==> src/rtl/alu_exec_stage_if.sv <==
// Bundle of the execute stage's upstream, ALU-side and downstream signals.
// The slave modport is the stage; the master modport is its environment.
interface alu_exec_stage_if #(
  parameter int DW   = 32,
  parameter int OPW  = 3,
  parameter int TAGW = 5,
  parameter int CNTW = 16
);
  logic            in_valid;
  logic            in_ready;
  logic [DW-1:0]   in_a;
  logic [DW-1:0]   in_b;
  logic            in_diff;
  logic [OPW-1:0]  in_op;
  logic [TAGW-1:0] in_tag;

  logic [DW-1:0]   alu_a;
  logic [DW-1:0]   alu_b;
  logic            alu_diff;
  logic [OPW-1:0]  alu_op;
  logic [DW-1:0]   alu_res;
  logic            alu_cy;

  logic            out_valid;
  logic            out_ready;
  logic [DW-1:0]   out_res;
  logic            out_cy;
  logic            out_zero;
  logic            out_neg;
  logic [TAGW-1:0] out_tag;
  logic [CNTW-1:0] retired;

  modport slave (
    input  in_valid, in_a, in_b, in_diff, in_op, in_tag, alu_res, alu_cy, out_ready,
    output in_ready, alu_a, alu_b, alu_diff, alu_op,
    output out_valid, out_res, out_cy, out_zero, out_neg, out_tag, retired
  );

  modport master (
    output in_valid, in_a, in_b, in_diff, in_op, in_tag, alu_res, alu_cy, out_ready,
    input  in_ready, alu_a, alu_b, alu_diff, alu_op,
    input  out_valid, out_res, out_cy, out_zero, out_neg, out_tag, retired
  );
endinterface

==> src/rtl/alu_exec_stage.sv <==
// Two-register execute stage around an external combinational ALU:
// S1 holds operands feeding the ALU, S2 captures result plus derived flags.
module alu_exec_stage #(
  parameter int DW   = 32,
  parameter int OPW  = 3,
  parameter int TAGW = 5,
  parameter int CNTW = 16
) (
  input  logic           clk,
  input  logic           rst,
  input  logic           flush,
  alu_exec_stage_if.slave bus
);

  logic            s1_valid;
  logic [TAGW-1:0] s1_tag;
  logic            adv;
  logic            accept;
  logic            hs;

  assign adv         = s1_valid & (~bus.out_valid | bus.out_ready);
  // in_ready looks through to out_ready so a full pipe still streams 1 op/cycle
  assign bus.in_ready = ~flush & (~s1_valid | adv);
  assign accept      = bus.in_valid & bus.in_ready;
  assign hs          = bus.out_valid & bus.out_ready;

  always_ff @(posedge clk or posedge rst) begin
    if (rst) begin
      s1_valid      <= 1'b0;
      s1_tag        <= '0;
      bus.alu_a     <= '0;
      bus.alu_b     <= '0;
      bus.alu_diff  <= 1'b0;
      bus.alu_op    <= '0;
      bus.out_valid <= 1'b0;
      bus.out_res   <= '0;
      bus.out_cy    <= 1'b0;
      bus.out_zero  <= 1'b0;
      bus.out_neg   <= 1'b0;
      bus.out_tag   <= '0;
      bus.retired   <= '0;
    end else begin
      if (accept) begin
        bus.alu_a    <= bus.in_a;
        bus.alu_b    <= bus.in_b;
        bus.alu_diff <= bus.in_diff;
        bus.alu_op   <= bus.in_op;
        s1_tag       <= bus.in_tag;
      end
      if (adv) begin
        bus.out_res  <= bus.alu_res;
        bus.out_cy   <= bus.alu_cy;
        bus.out_zero <= (bus.alu_res == '0);
        bus.out_neg  <= bus.alu_res[DW-1];
        bus.out_tag  <= s1_tag;
      end
      // a handshake coinciding with flush still retires
      if (hs) bus.retired <= bus.retired + CNTW'(1);
      if (flush) begin
        s1_valid      <= 1'b0;
        bus.out_valid <= 1'b0;
      end else begin
        s1_valid      <= accept ? 1'b1 : (adv ? 1'b0 : s1_valid);
        bus.out_valid <= adv ? 1'b1 : (hs ? 1'b0 : bus.out_valid);
      end
    end
  end

endmodule

==> src/flat_wrapper.sv <==
// flat-port wrapper written by rule: the top's interface ports become plain ports
module alu_exec_stage_flat 
#(
  parameter int DW   = 32,
  parameter int OPW  = 3,
  parameter int TAGW = 5,
  parameter int CNTW = 16
)
  (clk, rst, flush, bus_in_valid, bus_in_a, bus_in_b, bus_in_diff, bus_in_op, bus_in_tag, bus_alu_res, bus_alu_cy, bus_out_ready, bus_in_ready, bus_alu_a, bus_alu_b, bus_alu_diff, bus_alu_op, bus_out_valid, bus_out_res, bus_out_cy, bus_out_zero, bus_out_neg, bus_out_tag, bus_retired);
  alu_exec_stage_if #(.DW(DW), .OPW(OPW), .TAGW(TAGW), .CNTW(CNTW)) bus_i ();
  input  logic clk;
  input  logic rst;
  input  logic flush;
  input wire logic [$bits(bus_i.in_valid)-1:0] bus_in_valid;
  input wire logic [$bits(bus_i.in_a)-1:0] bus_in_a;
  input wire logic [$bits(bus_i.in_b)-1:0] bus_in_b;
  input wire logic [$bits(bus_i.in_diff)-1:0] bus_in_diff;
  input wire logic [$bits(bus_i.in_op)-1:0] bus_in_op;
  input wire logic [$bits(bus_i.in_tag)-1:0] bus_in_tag;
  input wire logic [$bits(bus_i.alu_res)-1:0] bus_alu_res;
  input wire logic [$bits(bus_i.alu_cy)-1:0] bus_alu_cy;
  input wire logic [$bits(bus_i.out_ready)-1:0] bus_out_ready;
  output wire logic [$bits(bus_i.in_ready)-1:0] bus_in_ready;
  output wire logic [$bits(bus_i.alu_a)-1:0] bus_alu_a;
  output wire logic [$bits(bus_i.alu_b)-1:0] bus_alu_b;
  output wire logic [$bits(bus_i.alu_diff)-1:0] bus_alu_diff;
  output wire logic [$bits(bus_i.alu_op)-1:0] bus_alu_op;
  output wire logic [$bits(bus_i.out_valid)-1:0] bus_out_valid;
  output wire logic [$bits(bus_i.out_res)-1:0] bus_out_res;
  output wire logic [$bits(bus_i.out_cy)-1:0] bus_out_cy;
  output wire logic [$bits(bus_i.out_zero)-1:0] bus_out_zero;
  output wire logic [$bits(bus_i.out_neg)-1:0] bus_out_neg;
  output wire logic [$bits(bus_i.out_tag)-1:0] bus_out_tag;
  output wire logic [$bits(bus_i.retired)-1:0] bus_retired;
  assign bus_i.in_valid = bus_in_valid;
  assign bus_i.in_a = bus_in_a;
  assign bus_i.in_b = bus_in_b;
  assign bus_i.in_diff = bus_in_diff;
  assign bus_i.in_op = bus_in_op;
  assign bus_i.in_tag = bus_in_tag;
  assign bus_i.alu_res = bus_alu_res;
  assign bus_i.alu_cy = bus_alu_cy;
  assign bus_i.out_ready = bus_out_ready;
  assign bus_in_ready = bus_i.in_ready;
  assign bus_alu_a = bus_i.alu_a;
  assign bus_alu_b = bus_i.alu_b;
  assign bus_alu_diff = bus_i.alu_diff;
  assign bus_alu_op = bus_i.alu_op;
  assign bus_out_valid = bus_i.out_valid;
  assign bus_out_res = bus_i.out_res;
  assign bus_out_cy = bus_i.out_cy;
  assign bus_out_zero = bus_i.out_zero;
  assign bus_out_neg = bus_i.out_neg;
  assign bus_out_tag = bus_i.out_tag;
  assign bus_retired = bus_i.retired;
  alu_exec_stage #(.DW(DW), .OPW(OPW), .TAGW(TAGW), .CNTW(CNTW)) u_core (.clk(clk), .rst(rst), .flush(flush), .bus(bus_i));
endmodule
==> config.mk <==
export PLATFORM = sky130hd
export DESIGN_NAME = alu_exec_stage_flat
export DESIGN_NICKNAME = d
export VERILOG_FILES = /design/src/rtl/alu_exec_stage_if.sv /design/src/rtl/alu_exec_stage.sv /design/src/flat_wrapper.sv
export SDC_FILE = /design/constraint.sdc
export NUM_CORES = 1
export LEC_CHECK = 0
export ABC_CLOCK_PERIOD_IN_PS = 4800
export CELL_PAD_IN_SITES_DETAIL_PLACEMENT = 0
export CELL_PAD_IN_SITES_GLOBAL_PLACEMENT = 2
export CORE_MARGIN = 2
export CORE_UTILIZATION = 28
export CTS_CLUSTER_DIAMETER = 200
export DETAILED_ROUTE_END_ITERATION = 12
export PLACE_DENSITY_LB_ADDON = 0.25
export SYNTH_ARGS = -nofsm -noshare
export SYNTH_HDL_FRONTEND = slang
export SYNTH_SLANG_ARGS = --single-unit
==> constraint.sdc <==
create_clock -name clk -period 4.8 [get_ports clk]
set_input_delay 0.48 -clock clk [delete_from_list [all_inputs] [get_ports clk]]
set_output_delay 0.48 -clock clk [all_outputs]
set_load 0.01 [all_outputs]
Word level (Yosys, flattened, before mapping)
Index checks and enable logic that the tools add are counted.
- register bits: 131
- output and inout port bits: 126
- input port bits: 111
- bitwise gates (word level): 9
- reduce and logical (&&, ||, !) cells: 3
- add/sub/neg operators: 1
- muxes and demuxes: 6
- operators with widths (kind ; count):
    32-bit zero test ; 1
    16-bit by 1-bit adder with 16-bit output (second input constant) ; 1
    1-bit two-way mux ; 6
    3-bit nonzero test ; 2
    1-bit AND ; 4
    1-bit NOT ; 3
    1-bit OR ; 2

Logic depth before layout (Yosys ltp)
Gate-level depths: netlist of the first run.
- depth in word-level cells: 8
- gate-level depth with buffers: 5
- gate-level depth less buffers: 5

Least setup slack after synthesis of the first run
Ideal clock, no wire load.
- kind: reg2reg
- from: register u_core.bus.out_valid
- to: register u_core.bus.alu_a[0]
- slack: 3.252 ns
- setup time: 0.125 ns
- data required time: 4.675 ns
- path buffers: 1
- arrival time: 1.422 ns
- cell stages (with the launch flop): 6
- period minus slack after synthesis: 1.548 ns
- path through: dfrtp_1 -> nor2b_4 -> a21oi_4 -> nand2_8 -> buf_12 -> mux2_4
- word-level cells in the longest chain between the ends: 6
- ends and longest elaborated chain (what ; line ; source):
    from (decl) ; alu_exec_stage_if.sv:36 ; output out_valid, out_res, out_cy, out_zero, out_neg, out_tag, retired
    from (signal assigned) ; alu_exec_stage.sv:64 ; bus.out_valid <= adv ? 1'b1 : (hs ? 1'b0 : bus.out_valid);
    1-bit NOT ; alu_exec_stage.sv:21 ; assign adv = s1_valid & (~bus.out_valid | bus.out_ready);
    1-bit OR ; alu_exec_stage.sv:21 ;
    1-bit AND ; alu_exec_stage.sv:21 ;
    1-bit OR ; alu_exec_stage.sv:23 ; assign bus.in_ready = ~flush & (~s1_valid | adv);
    1-bit AND ; alu_exec_stage.sv:23 ;
    net bus_in_ready ; flat_wrapper.sv:23 ; output wire logic [$bits(bus_i.in_ready)-1:0] bus_in_ready;
    1-bit AND ; alu_exec_stage.sv:24 ; assign accept = bus.in_valid & bus.in_ready;
    to (signal assigned) ; alu_exec_stage.sv:44 ; bus.alu_a <= bus.in_a;
    to (decl) ; alu_exec_stage_if.sv:35 ; output in_ready, alu_a, alu_b, alu_diff, alu_op,
The timed path passes the listed nets, and every way through them passes these cells.
A chain may end at the register's enable or synchronous reset.

Worst setup path in the final report of the first run
- from: input port bus_out_ready
- to: output port bus_in_ready
- word-level cells in the longest chain between the ends: 4
- ends and longest elaborated chain (what ; line ; source):
    from (decl) ; flat_wrapper.sv:22 ; input wire logic [$bits(bus_i.out_ready)-1:0] bus_out_ready;
    1-bit OR ; alu_exec_stage.sv:21 ;
    1-bit AND ; alu_exec_stage.sv:21 ;
    1-bit OR ; alu_exec_stage.sv:23 ;
    1-bit AND ; alu_exec_stage.sv:23 ;
    to (decl) ; flat_wrapper.sv:23 ;
No other way between the ends.

==> metrics.yaml, run 1 <==
cells_and_area:
  utilization: 0.449
  layout-drive-gt1-share: 0.258
  fillers: 1692
  syn_to_final_growth_pct: 57.2
  final_nets: 673
  final_cells: 809
routing:
  wirelength_mm: 13.3
  routed_via_density: 4.36
  drc: 0
  vias: 3526
  dr.first_iter.drc_count: 97
  wl_per_cell_um: 16.5
  drt_first_pass_iters: 4
  antenna_left: 0
clocking:
  clockBufferDepth: 2
  cts_root_buffer: "clkbuf_16"
  cts_resized: 0
  cts_buffers: 17
  post_cts_buffers: 0
  h-tree-depth: 4
  ctsHoldBuffers: 0
  clk_latency_ns: 0.42
  clock-sinks: 130
  path_clk_slew_ns: 0.06
  cts_tree: "yes"
sta:
  final-max-slew-violation-count: 0
  setup_ws_ns: 2.39
  relSlewSlack: 0.354
  period_needed_ns: 2.41
  rsz0062_at_grt: "false"
  finalSetupTns_ns: 0
  fmax_mhz: 414
  skew_ns: 0.0111
  fin_crit_sh: 0.503
  tightest_slew_ns: 0.968
  hold_viol: 0
  setup_viol: 0
floorplan:
  core_area_um2: 18800
  die_w_um: 142
  rows: 50
  die_y_um: 142
  fp.dieArea_um2: 20300
  num_io_pins: 237
  initial_core_util: 0.286
power_and_ir_drop:
  power_frac_seq: 0.399
  ir_worst_vdd_mv: 0.231
  intPower_mw: 2.59
  power.density_nw_per_um2: 408
  p_clk_frac: 0.362
  switching_share: 0.249
  total_power_mw: 3.44
  p_sw_uw: 857
  leakagePower_nw: 3.69
  power_frac_comb: 0.239
logic_synthesis:
  synth_edf_count: 0
  ys_seq_area_frac: 0.606
  yosys.cell_count.top_type: "dfrtp_1"
  synth_seq_cells: 130
  yosys_warnings: 0
  synth_area_leader_cell: "dfrtp_1"
  syn_avg_cell_area_um2: 16.9
  yosys.area.top_type_share: 0.606
  ys_types: 24
  synth_common_cells: "dfrtp_1 (130), mux2_4 (70), mux2_2 (42), xnor2_1 (10), nor2_1 (9)"
  synthTopCellsByArea: "dfrtp_1 (61%), mux2_4 (20%), mux2_2 (8.8%)"
  netlist_instances: 317
  ys.flop_type: "dfrtp_1"
  synthArstFlopShare: 1.00
  syn-num-nets: 429
  mappedNetlistArea_um2: 5370
job:
  timing.max_cap.violations: 0
worst_setup_path:
  arrival_ns: 1.93
  crit_top_cell: "clkdlybuf4s50_1"
  start_kind: "primary input"
  cp_slowest_stage_delay_ns: 0.58
  crit_path_max_fanout: 4
  worstPathRequired_ns: 4.32
  cp_slowest_cell: "clkdlybuf4s50_1"
  crit_chain: "clkdlybuf4s50_1, nor2b_4, a21oi_4, clkdlybuf4s50_1"
  worst_setup_path_end_kind: "output pin"
  critical_path_class: "in -> out"
global_routing:
  antenna_found_initial: 1
  grt_pass1_vias: 3899
  overflow: 0
  grt_pass1_wl_mm: 20.8
  grt_max_degree: 90
  track_usage: 0.134
place:
  dp_cells: 776
  dp_slack_ns: 2.23
  io_buffers: 236
  post-dp-hpwl_mm: 9.48
  gp_congestion: 0.730
worst_hold_path:
  hold_class: "reg -> reg"
outcome:
  status: "finished, final reports clean"
## placed cells by master, fill, tap and decap left out, drive strengths merged
master           n
o31ai            1
clkinvlp         4
nand2            7
nor2b            1
xnor2           10
buf              1
clkdlybuf4s50  236
a21oi            2
ha               1
clkinv           4
and3             1
nand4            5
inv              3
nand2b           1
xor2             5
mux2           112
diode            1
or2              1
nand3            7
clkbuf          22
nor4             9
nor2             9
bufinv           2
dfrtp          130
## power groups by stage
stage / sequential, mW / combinational, mW / clock (mW)
final: 1.37 / 0.822 / 1.25
after global routing: 1.40 / 0.874 / 1.35
after CTS: 1.38 / 0.838 / 1.29
after detailed placement: 1.39 / 0.836 / 0
after global placement: 1.38 / 0.826 / 0
after floorplan: 1.46 / 0.278 / 0
## metal layers
layer / vias to the layer above / global-route usage / wire length, um
met5: - / 0 / 0
met4: 0 / 0.0604 / 270
met3: 21 / 0.0592 / 1190
met2: 154 / 0.213 / 6430
met1: 1744 / 0.155 / 5410
li1: 1607 / - / -
## metrics by stage
stage / hold WS, ns / cell area (um2)
after floorplan: 0.477 / 5370
after global placement: 0.462 / 7870
after detailed placement: 0.465 / 7870
after CTS: 0.476 / 8430
after global routing: 0.483 / 8440
final: 0.468 / 8440
## final timing paths
check	from	end	slack, ns	cells after the start
worst max-delay path	bus_out_ready	bus_in_ready	2.39	4
worst min-delay path	u_core.bus.retired[15]$_DFFE_PP0P_	u_core.bus.retired[15]$_DFFE_PP0P_	0.47	1
worst max register to register	u_core.bus.out_valid$_DFFE_PP0P_	u_core.bus.out_cy$_DFFE_PP0P_	2.82	3
worst min register to register	u_core.bus.retired[15]$_DFFE_PP0P_	u_core.bus.retired[15]$_DFFE_PP0P_	0.47	1
max in group asynchronous	rst	u_core.bus.retired[5]$_DFFE_PP0P_	3.09	3
min in group asynchronous	rst	u_core.bus.alu_a[11]$_DFFE_PP0P_	0.60	2
## registers in the layout (all words and copies together) (netlist names)
name and count:
u_core.bus.out_valid 1, u_core.bus.alu_op 3, u_core.bus.alu_diff 1, u_core.bus.out_zero 1, u_core.bus.alu_b 32, u_core.bus.out_res 31
u_core.bus.out_cy 1, u_core.s1_valid 1, u_core.bus.out_tag 5, u_core.bus.out_neg 1, u_core.bus.alu_a 32, u_core.bus.retired 16
u_core.s1_tag 5
## cell families after synthesis
| group | count (synthesis) | share of synthesized area |
|---|---|---|
| xor+xnor | 15 | 0.0245 |
| buf+inv | 15 | 0.0333 |
| mux | 112 | 0.284 |
| compound gates | 3 | 0.00536 |
| flops | 130 | 0.606 |
| simple gates | 41 | 0.0443 |
| fa+ha+maj | 1 | 0.00233 |
## critical path, delay by kind of cell
| family | cells | cell delay, ns |
|---|---|---|
| compound gates | 1 | 0.22 |
| buf+inv | 2 | 1.15 |
| simple gates | 1 | 0.08 |
## area by class of cell
cell class              instances  area, um2  share of cell area
clock buffers                  22        454              0.0538
repair buffers                237       2370               0.281
flip-flops and latches        130       3250               0.386
well taps                     234        293              0.0347
inverters                       3       16.3             0.00193
diodes                          1       2.50            0.000297
clock inverters                10        110              0.0131
multi-input cells             172       1940               0.230
Power figures use the tool's default switching activity.
==> inputs of run 2 (changes only) <==
ABC_CLOCK_PERIOD_IN_PS = 2000   (was 4800)
CORE_UTILIZATION = 25   (was 28)
clock period = 2 ns   (was 4.8 ns; I/O delays follow)
==> metrics.yaml, run 2 (same netlist as run 1, synthesis figures left out) <==
outcome:
  status: "finished, final reports clean"
clocking:
  cts_resized: 1  # +1
  post_cts_buffers: 0  # unchanged
  h-tree-depth: 4  # unchanged
  cts_tree: "yes"
  path_clk_slew_ns: 0.06  # about the same
  ctsHoldBuffers: 0  # unchanged
  clockBufferDepth: 2  # unchanged
  cts_root_buffer: "clkbuf_16"
  cts_buffers: 17  # unchanged
  clk_latency_ns: 0.42  # about the same
  clock-sinks: 130  # unchanged
power_and_ir_drop:
  power.density_nw_per_um2: 1010  # +150%
  leakagePower_nw: 3.82  # +3.7%
  ir_worst_vdd_mv: 0.448  # +94%
global_routing:
  grt_max_degree: 69  # -23%
  grt_pass1_vias: 3804  # -2.4%
  grt_pass1_wl_mm: 21.3  # +2.4%
  antenna_found_initial: 0  # -1
  overflow: 0  # unchanged
  track_usage: 0.124  # -0.00938
place:
  dp_slack_ns: 0.0606  # -2.17 ns
  gp_congestion: 0.770  # +5.4%
  dp_cells: 827  # +6.6%
  post-dp-hpwl_mm: 10.1  # +6.4%
  io_buffers: 236  # unchanged
floorplan:
  num_io_pins: 237  # unchanged
  core_area_um2: 21000  # +12%
  rows: 53  # +6.0%
  die_w_um: 151  # +5.7%
  fp.dieArea_um2: 22700  # +12%
  die_y_um: 151  # +5.7%
  initial_core_util: 0.255  # -0.0307
sta:
  setup_viol: 0  # unchanged
  finalSetupTns_ns: 0  # unchanged
  period_needed_ns: 1.77
  relSlewSlack: 0.738  # +0.383
  tightest_slew_ns: 0.390  # -0.578 ns
  rsz0062_at_grt: "false"
  setup_ws_ns: 0.232  # -2.15 ns
  final-max-slew-violation-count: 0  # unchanged
  fin_crit_sh: 0.884
  skew_ns: 0.0178  # +0.00668 ns
  fmax_mhz: 566
  hold_viol: 0  # unchanged
cells_and_area:
  syn_to_final_growth_pct: 63.0
  final_nets: 683  # +1.5%
  multi_input_area_um2: 1940  # unchanged
  final_cells: 859  # +6.2%
  most-common-layout-cells: "clkdlybuf4s50_1 (235), dfrtp_1 (130), mux2_4 (70)"
  seqCellArea_um2: 3250  # unchanged
  final_common_cell: "clkdlybuf4s50_1"
  top_regs: "u_core.bus.alu_a (32), u_core.bus.alu_b (32), u_core.bus.out_res (31)"
  layout-drive-gt1-share: 0.274  # +0.0161
  diodes: 0  # -1
  fillers: 1925  # +14%
  utilization: 0.416  # -0.0334
routing:
  drc: 0  # unchanged
  dr.first_iter.drc_count: 71  # -27%
  vias: 3557  # +0.88%
  drt_first_pass_iters: 4  # unchanged
  wirelength_mm: 14.0  # +4.9%
  antenna_left: 0  # unchanged
  wl_per_cell_um: 16.2  # -1.2%
  routed_via_density: 4.14  # -5.0%
worst_setup_path:
  start_kind: "register"
  critical_path_class: "reg -> out"
  worst_setup_path_end_kind: "output pin"
  arrival_ns: 1.57  # -0.36 ns
  rr_worst_depth: 5  # +2
  worstPathRequired_ns: 1.80  # -2.52 ns
  crit_path_max_fanout: 5  # +1
worst_hold_path:
  hold_class: "in -> async"
job:
  timing.max_cap.violations: 0  # unchanged
## run 2: cell types whose count changed in the layout (fill, tap and decap cells not counted), sizes merged
cell           previous run  this run
diode                     1         0
clkinvlp                  4         2
clkbuf                   22        19
bufinv                    2         6
clkinv                    4         5
clkdlybuf4s50           236       235
dlygate4sd2               0         1
buf                       1        11
## run 2: area by class of cell
type | count | area share
Multi-Input combinational cell | 172 | 0.221
Tap cell | 275 | 0.0393
Inverter | 3 | 0.00172
Timing Repair Buffer | 247 | 0.289
Clock inverter | 13 | 0.0266
Sequential cell | 130 | 0.372
Clock buffer | 19 | 0.0495
## run 2: routing by layer
layer / vias up / part of all wire / track usage
li1: 1626 / - / -
met1: 1781 / 0.41 / 0.149
met2: 130 / 0.49 / 0.200
met3: 20 / 0.066 / 0.0400
met4: 0 / 0.025 / 0.0623
met5: - / 0 / 0
## run 2: critical path: stages, from the launching register on
cell	delay [ns]
dfrtp_1	0.42
nor2b_4	0.17
a21oi_4	0.23
dlygate4sd2_1	0.35
## run 2: where the power goes
| group | internal, mW | leakage [nW] | total [mW] | switching [mW] |
|---|---|---|---|---|
| Sequential | 3.04 | 1.56 | 3.29 | 0.253 |
| Combinational | 1.34 | 1.94 | 2.01 | 0.672 |
| Clock | 2.34 | 0.322 | 3.54 | 1.20 |
| Total | 6.72 | 3.82 | 8.84 | 2.12 |
## run 2: metrics by stage
stage / hold slack [ns] / power [mW] / instance area (um2)
2_1_floorplan: 0.266 / 4.16 / 5370
3_3_place_gp: 0.459 / 5.34 / 8080
3_5_place_dp: 0.472 / 5.37 / 8080
4_1_cts: 0.276 / 8.99 / 8750
5_1_grt: 0.292 / 9.25 / 8750
6_report: 0.253 / 8.84 / 8750
## run 2: worst paths after layout
check                      slack (ns)                               start                            endpoint
hold reg to reg                  0.47  u_core.bus.retired[15]$_DFFE_PP0P_  u_core.bus.retired[15]$_DFFE_PP0P_
hold / removal                   0.25                                 rst    u_core.bus.alu_a[13]$_DFFE_PP0P_
setup reg to reg                 0.40    u_core.bus.out_valid$_DFFE_PP0P_    u_core.bus.alu_a[27]$_DFFE_PP0P_
min in group clk                 0.39                         bus_in_a[1]     u_core.bus.alu_a[1]$_DFFE_PP0P_
setup / recovery                 0.23    u_core.bus.out_valid$_DFFE_PP0P_                        bus_in_ready
max in group asynchronous        1.41                                 rst  u_core.bus.out_res[22]$_DFFE_PP0P_
